--- config.mk ---
export PLATFORM = sky130hd
export DESIGN_NAME = clk_div_prog_flat
export DESIGN_NICKNAME = d
export VERILOG_FILES = /design/src/rtl/clk_div_prog_if.sv /design/src/rtl/clk_div_prog.sv /design/src/flat_wrapper.sv
export SDC_FILE = /design/constraint.sdc
export NUM_CORES = 1
export LEC_CHECK = 0
export BUFFER_PORTS_ARGS = -buffer_cell sky130_fd_sc_hd__clkbuf_2
export CAP_MARGIN = 20
export CORE_MARGIN = 5
export CORE_UTILIZATION = 50
export DETAILED_ROUTE_END_ITERATION = 10
export MAX_ROUTING_LAYER = met4
export PLACE_DENSITY = 0.69
export SYNTH_ARGS = -nofsm -noshare
export SYNTH_HDL_FRONTEND = slang
export SYNTH_SLANG_ARGS = --single-unit
--- constraint.sdc ---
create_clock -name clk -period 4.7 [get_ports clk]
set_clock_uncertainty 0.2 [all_clocks]
set_input_delay 1.175 -clock clk [delete_from_list [all_inputs] [get_ports clk]]
set_output_delay 1.175 -clock clk [all_outputs]
set_load 0.01 [all_outputs]
--- src/rtl/clk_div_prog_if.sv ---
// ---------------------------------------------------------------------------
// clk_div_prog_if
// Signal bundle for the multi-channel programmable clock divider.
//   en     [CH-1:0]   per-channel enable (driven by the controller)
//   div    [CH*W-1:0] per-channel ratio, channel c at div[c*W +: W]
//   clkdiv [CH-1:0]   divided clocks (driven by the divider)
//   tick   [CH-1:0]   one-cycle period-start strobes
//   active [CH-1:0]   channel running (mid-period)
// master: controller side, slave: divider side.
// ---------------------------------------------------------------------------
interface clk_div_prog_if #(
    parameter int CH = 2,
    parameter int W  = 8
);
    logic [CH-1:0]   en;
    logic [CH*W-1:0] div;
    logic [CH-1:0]   clkdiv;
    logic [CH-1:0]   tick;
    logic [CH-1:0]   active;

    modport master (output en, output div, input clkdiv, input tick, input active);
    modport slave  (input en, input div, output clkdiv, output tick, output active);
endinterface

--- src/rtl/clk_div_prog.sv ---
// ---------------------------------------------------------------------------
// clk_div_prog
// Multi-channel programmable clock divider with 50 % duty for any integer
// ratio 2..2^W-1 (0 and 1 clamp to 2). Each channel latches its ratio only at
// a period boundary, so ratio changes and disables never produce runt pulses.
// Ports:
//   clk    source clock (rising edge, plus falling edge for the odd-ratio
//          half-cycle extension register)
//   rst_n  asynchronous active-low reset
//   bus    clk_div_prog_if slave: en, div in; clkdiv, tick, active out
// ---------------------------------------------------------------------------
module clk_div_prog #(
    parameter int CH = 2,
    parameter int W  = 8
) (
    input  logic           clk,
    input  logic           rst_n,
    clk_div_prog_if.slave  bus
);

    logic [CH-1:0] clkdiv_w;
    logic [CH-1:0] tick_w;
    logic [CH-1:0] active_w;

    for (genvar c = 0; c < CH; c++) begin : g_ch
        logic [W-1:0] div_c;
        logic [W-1:0] n_eff;
        logic [W-1:0] half;
        logic [W:0]   cnt_inc;
        logic [W-1:0] cnt_q,  cnt_d;
        logic [W-1:0] nact_q, nact_d;
        logic         run_q,  run_d;
        logic         p_q,    p_d;
        logic         tick_q, tick_d;
        logic         n_q;
        logic         wrap;
        logic         boundary;

        assign div_c    = bus.div[c*W +: W];
        assign n_eff    = (div_c < W'(2)) ? W'(2) : div_c;
        assign half     = nact_q >> 1;
        // One extra bit so the increment and the compare never wrap at max ratio
        assign cnt_inc  = {1'b0, cnt_q} + (W+1)'(1);
        assign wrap     = run_q && (cnt_q == nact_q - W'(1));
        assign boundary = bus.en[c] && (!run_q || wrap);

        always_comb begin
            cnt_d  = cnt_q;
            nact_d = nact_q;
            run_d  = run_q;
            p_d    = p_q;
            tick_d = 1'b0;
            if (boundary) begin
                nact_d = n_eff;
                cnt_d  = '0;
                p_d    = 1'b1;
                run_d  = 1'b1;
                tick_d = 1'b1;
            end else if (wrap) begin
                // en low at the wrap edge: the period has fully completed, park
                run_d  = 1'b0;
                cnt_d  = '0;
                p_d    = 1'b0;
            end else if (run_q) begin
                cnt_d  = cnt_inc[W-1:0];
                p_d    = (cnt_inc < {1'b0, half});
            end
        end

        always_ff @(posedge clk or negedge rst_n) begin
            if (!rst_n) begin
                cnt_q  <= '0;
                nact_q <= W'(2);
                run_q  <= 1'b0;
                p_q    <= 1'b0;
                tick_q <= 1'b0;
            end else begin
                cnt_q  <= cnt_d;
                nact_q <= nact_d;
                run_q  <= run_d;
                p_q    <= p_d;
                tick_q <= tick_d;
            end
        end

        // Half-cycle delayed copy; OR-ing it in stretches the high phase by
        // half a clk period for odd ratios.
        always_ff @(negedge clk or negedge rst_n) begin
            if (!rst_n) begin
                n_q <= 1'b0;
            end else begin
                n_q <= p_q;
            end
        end

        assign clkdiv_w[c] = nact_q[0] ? (p_q | n_q) : p_q;
        assign tick_w[c]   = tick_q;
        assign active_w[c] = run_q;
    end

    assign bus.clkdiv = clkdiv_w;
    assign bus.tick   = tick_w;
    assign bus.active = active_w;

endmodule

--- src/flat_wrapper.sv ---
// flat-port wrapper written by rule: the top's interface ports become plain ports
module clk_div_prog_flat 
#(
    parameter int CH = 2,
    parameter int W  = 8
)
  (clk, rst_n, bus_en, bus_div, bus_clkdiv, bus_tick, bus_active);
  clk_div_prog_if #(.CH(CH), .W(W)) bus_i ();
  input  logic clk;
  input  logic rst_n;
  input wire logic [$bits(bus_i.en)-1:0] bus_en;
  input wire logic [$bits(bus_i.div)-1:0] bus_div;
  output wire logic [$bits(bus_i.clkdiv)-1:0] bus_clkdiv;
  output wire logic [$bits(bus_i.tick)-1:0] bus_tick;
  output wire logic [$bits(bus_i.active)-1:0] bus_active;
  assign bus_i.en = bus_en;
  assign bus_i.div = bus_div;
  assign bus_clkdiv = bus_i.clkdiv;
  assign bus_tick = bus_i.tick;
  assign bus_active = bus_i.active;
  clk_div_prog #(.CH(CH), .W(W)) u_core (.clk(clk), .rst_n(rst_n), .bus(bus_i));
endmodule
==> results.json <==
{
  "cp_top_family": "flip-flops",
  "yosysSeqAreaShare_pct": 36.8,
  "layout_common_cells": "dfrtp_1, nand2_1, clkbuf_2",
  "clkLatencyLatePin_ns": 0.30,
  "yosysWarnings": 0,
  "initial_utilization_pct": 52.3,
  "dr.pass1.iters": 4,
  "num_vias": 2116,
  "ys_types": 51,
  "p_leak_nw": 1.39,
  "routedWlPerCell_um": 14.8,
  "hold_viol": 0,
  "ioPinCount": 26,
  "final_common_cell": "dfrtp_1",
  "gr-total-overflow": 0,
  "rsz0062_at_grt": "no",
  "grt_pass1_vias": 2104,
  "worst_slack_ns": 0.0482,
  "worstMarginPinSlew_ns": 0.613,
  "die-area_um2": 7020,
  "slowest_stage": "dfrtn_1",
  "min_path_type": "flip-flop to flip-flop",
  "cts.path.max_buffers": 2,
  "cts_tree": "done",
  "cp.required_ns": 3.32,
  "cts_hold_buf": 0,
  "routed_wl_mm": 5.61,
  "outcome": "finished, final reports clean",
  "netlist_area_um2": 2720,
  "drtAntennaViolNets": 0,
  "crit_top_cell": "nand2_1",
  "power_density_nw_per_um2": 219,
  "die_h_um": 83.8,
  "nNetsFinal": 345,
  "dp_hpwl_mm": 4.35,
  "critPathMaxStageDelay_ns": 0.39,
  "area_growth_syn_to_layout_pct": 9.83,
  "fillCellCount": 471,
  "via_per_inst": 5.57,
  "worstSetupEndpointType": "output pin",
  "design_power_total_w": 0.000655,
  "drc_errors": 0,
  "totalNegativeSetupSlack_ns": 0,
  "cp.arrival_ns": 3.28,
  "synth_seq_cells": 40,
  "grt_max_degree": 18,
  "crit_fanout": 1,
  "drive_gt1_share_pct": 17.7,
  "antenna_cells": 0,
  "numPortBuffers": 25,
  "cts_buffers": 5,
  "cp_cell_sequence": "nand2_1, nand2_1, clkbuf_2",
  "setup_viol": 0,
  "cts-root-buf": "clkbuf_8",
  "drv_cap": 0,
  "synth_ff_type": "dfrtp_1",
  "syn_avg_cell_area_um2": 9.46,
  "numClockSinks": 40,
  "synthCells": 288,
  "grt_pass1_wl_mm": 9.77,
  "fp-row-count": 26,
  "routabilityCongestion": 0.834,
  "syn_nets": 324,
  "startpoint_type": "flip-flop",
  "maxSlewViolCount": 0,
  "final_cells": 380,
  "async_reset_ff_share_pct": 100,
  "h-tree-depth": 2,
  "synth-edff-count": 0,
  "postCtsSetupBuffers": 0,
  "drt_iter0_drc": 77,
  "cts.clk_slew.worst_paths_ns": 0.08,
  "antenna_found_initial": 0,
  "slew_headroom_pct": 58.7,
  "worstSetupPathType": "flip-flop to output pin",
  "post_cts_resized": 0,
  "ir_worst_vdd_uv": 114,
  "dp_slack_ns": 0.371,
  "fp.coreArea_um2": 5200,
  "dp.cells": 372,
  "path_buf_inv": 1,
  "grt_usage_pct": 17.6,
  "die-width_um": 83.8
}
[layer usage]
| metal | share of wire (%) | GRT usage, % | vias up |
|---|---|---|---|
| li1 | - | - | 1067 |
| met2 | 51 | 29.3 | 24 |
| met4 | 2.1 | 7.31 | 0 |
| met5 | 0 | - | - |
| met3 | 2.9 | 3.46 | 10 |
| met1 | 44 | 20.9 | 1015 |
[kinds of logic after synthesis]
kind of cell / count (synthesis) / synth area share (%)
compound gates: 62 / 17.5
simple gates: 89 / 16.2
flops: 40 / 36.8
buf+inv: 37 / 5.93
xor+xnor: 29 / 9.32
fa+ha+maj: 16 / 7.35
mux: 15 / 6.89
[path summary, 6_finish.rpt]
kind	from	slack, ns	cells after the start	end
hold reg to reg	u_core.g_ch[1].nact_q[1]$_DFFE_PN1P_	0.33	2	u_core.g_ch[1].nact_q[1]$_DFFE_PN1P_
min in group asynchronous	rst_n	0.57	1	u_core.g_ch[1].nact_q[2]$_DFFE_PN0P_
hold / removal	u_core.g_ch[1].nact_q[1]$_DFFE_PN1P_	0.33	2	u_core.g_ch[1].nact_q[1]$_DFFE_PN1P_
setup reg to reg	u_core.g_ch[0].p_q$_DFFE_PN0P_	1.58	0	u_core.g_ch[0].n_q$_DFF_NN0_
max in group asynchronous	rst_n	1.19	1	u_core.g_ch[0].n_q$_DFF_NN0_
setup / recovery	u_core.g_ch[1].n_q$_DFF_NN0_	0.05	3	bus_clkdiv[1]
[area by class of cell]
cell class	instances	area [um2]	share of cell area (%)
multi-input cells	211	1560	52.1
flip-flops and latches	40	1000	33.5
repair buffers	27	140	4.68
inverters	24	90.1	3.01
well taps	70	87.6	2.93
clock buffers	5	68.8	2.30
clock inverters	3	42.5	1.42
[sequential cells by signal (all words and copies together), names as in the netlist]
signal,count
u_core.g_ch.cnt_q,16
u_core.g_ch.n_q,2
u_core.g_ch.p_q,2
u_core.g_ch.nact_q,16
u_core.g_ch.run_q,2
u_core.g_ch.tick_q,2
[per-stage QoR]
step	instance area [um2]	utilization [%]	hold slack (ns)
floorplan	2720	-	0.289
global placement	2880	55.3	0.323
detailed placement	2880	55.3	0.328
CTS	2990	57.5	0.346
global route	2990	57.5	0.380
finish	2990	57.5	0.334
[Yosys cell counts (4+ instances only)]
master	n	area share [%]
mux2_2	6	2.5
inv_1	24	3.3
buf_4	4	1.1
a21oi_1	5	0.92
and3_1	6	1.4
o211ai_1	10	2.8
nand2b_1	4	0.92
xor2_1	15	4.8
ha_1	16	7.3
and2_1	4	0.92
a22o_1	8	2.6
mux2_4	6	3.3
clkbuf_1	8	1.1
nand2_1	26	3.6
nor3_1	4	0.73
xnor2_1	14	4.5
o21ai_0	10	1.8
or4_1	4	1.1
nand3_1	8	1.5
dfrtp_1	36	33
nor2_1	20	2.8
nor4_1	4	0.92
[power by group]
| part | switching, W | internal [W] |
|---|---|---|
| sequential | 0 | 0.000344 |
| combinational | 0.0000128 | 0.00000824 |
| clock | 0.000132 | 0.000157 |
Power figures use the tool's default switching activity.
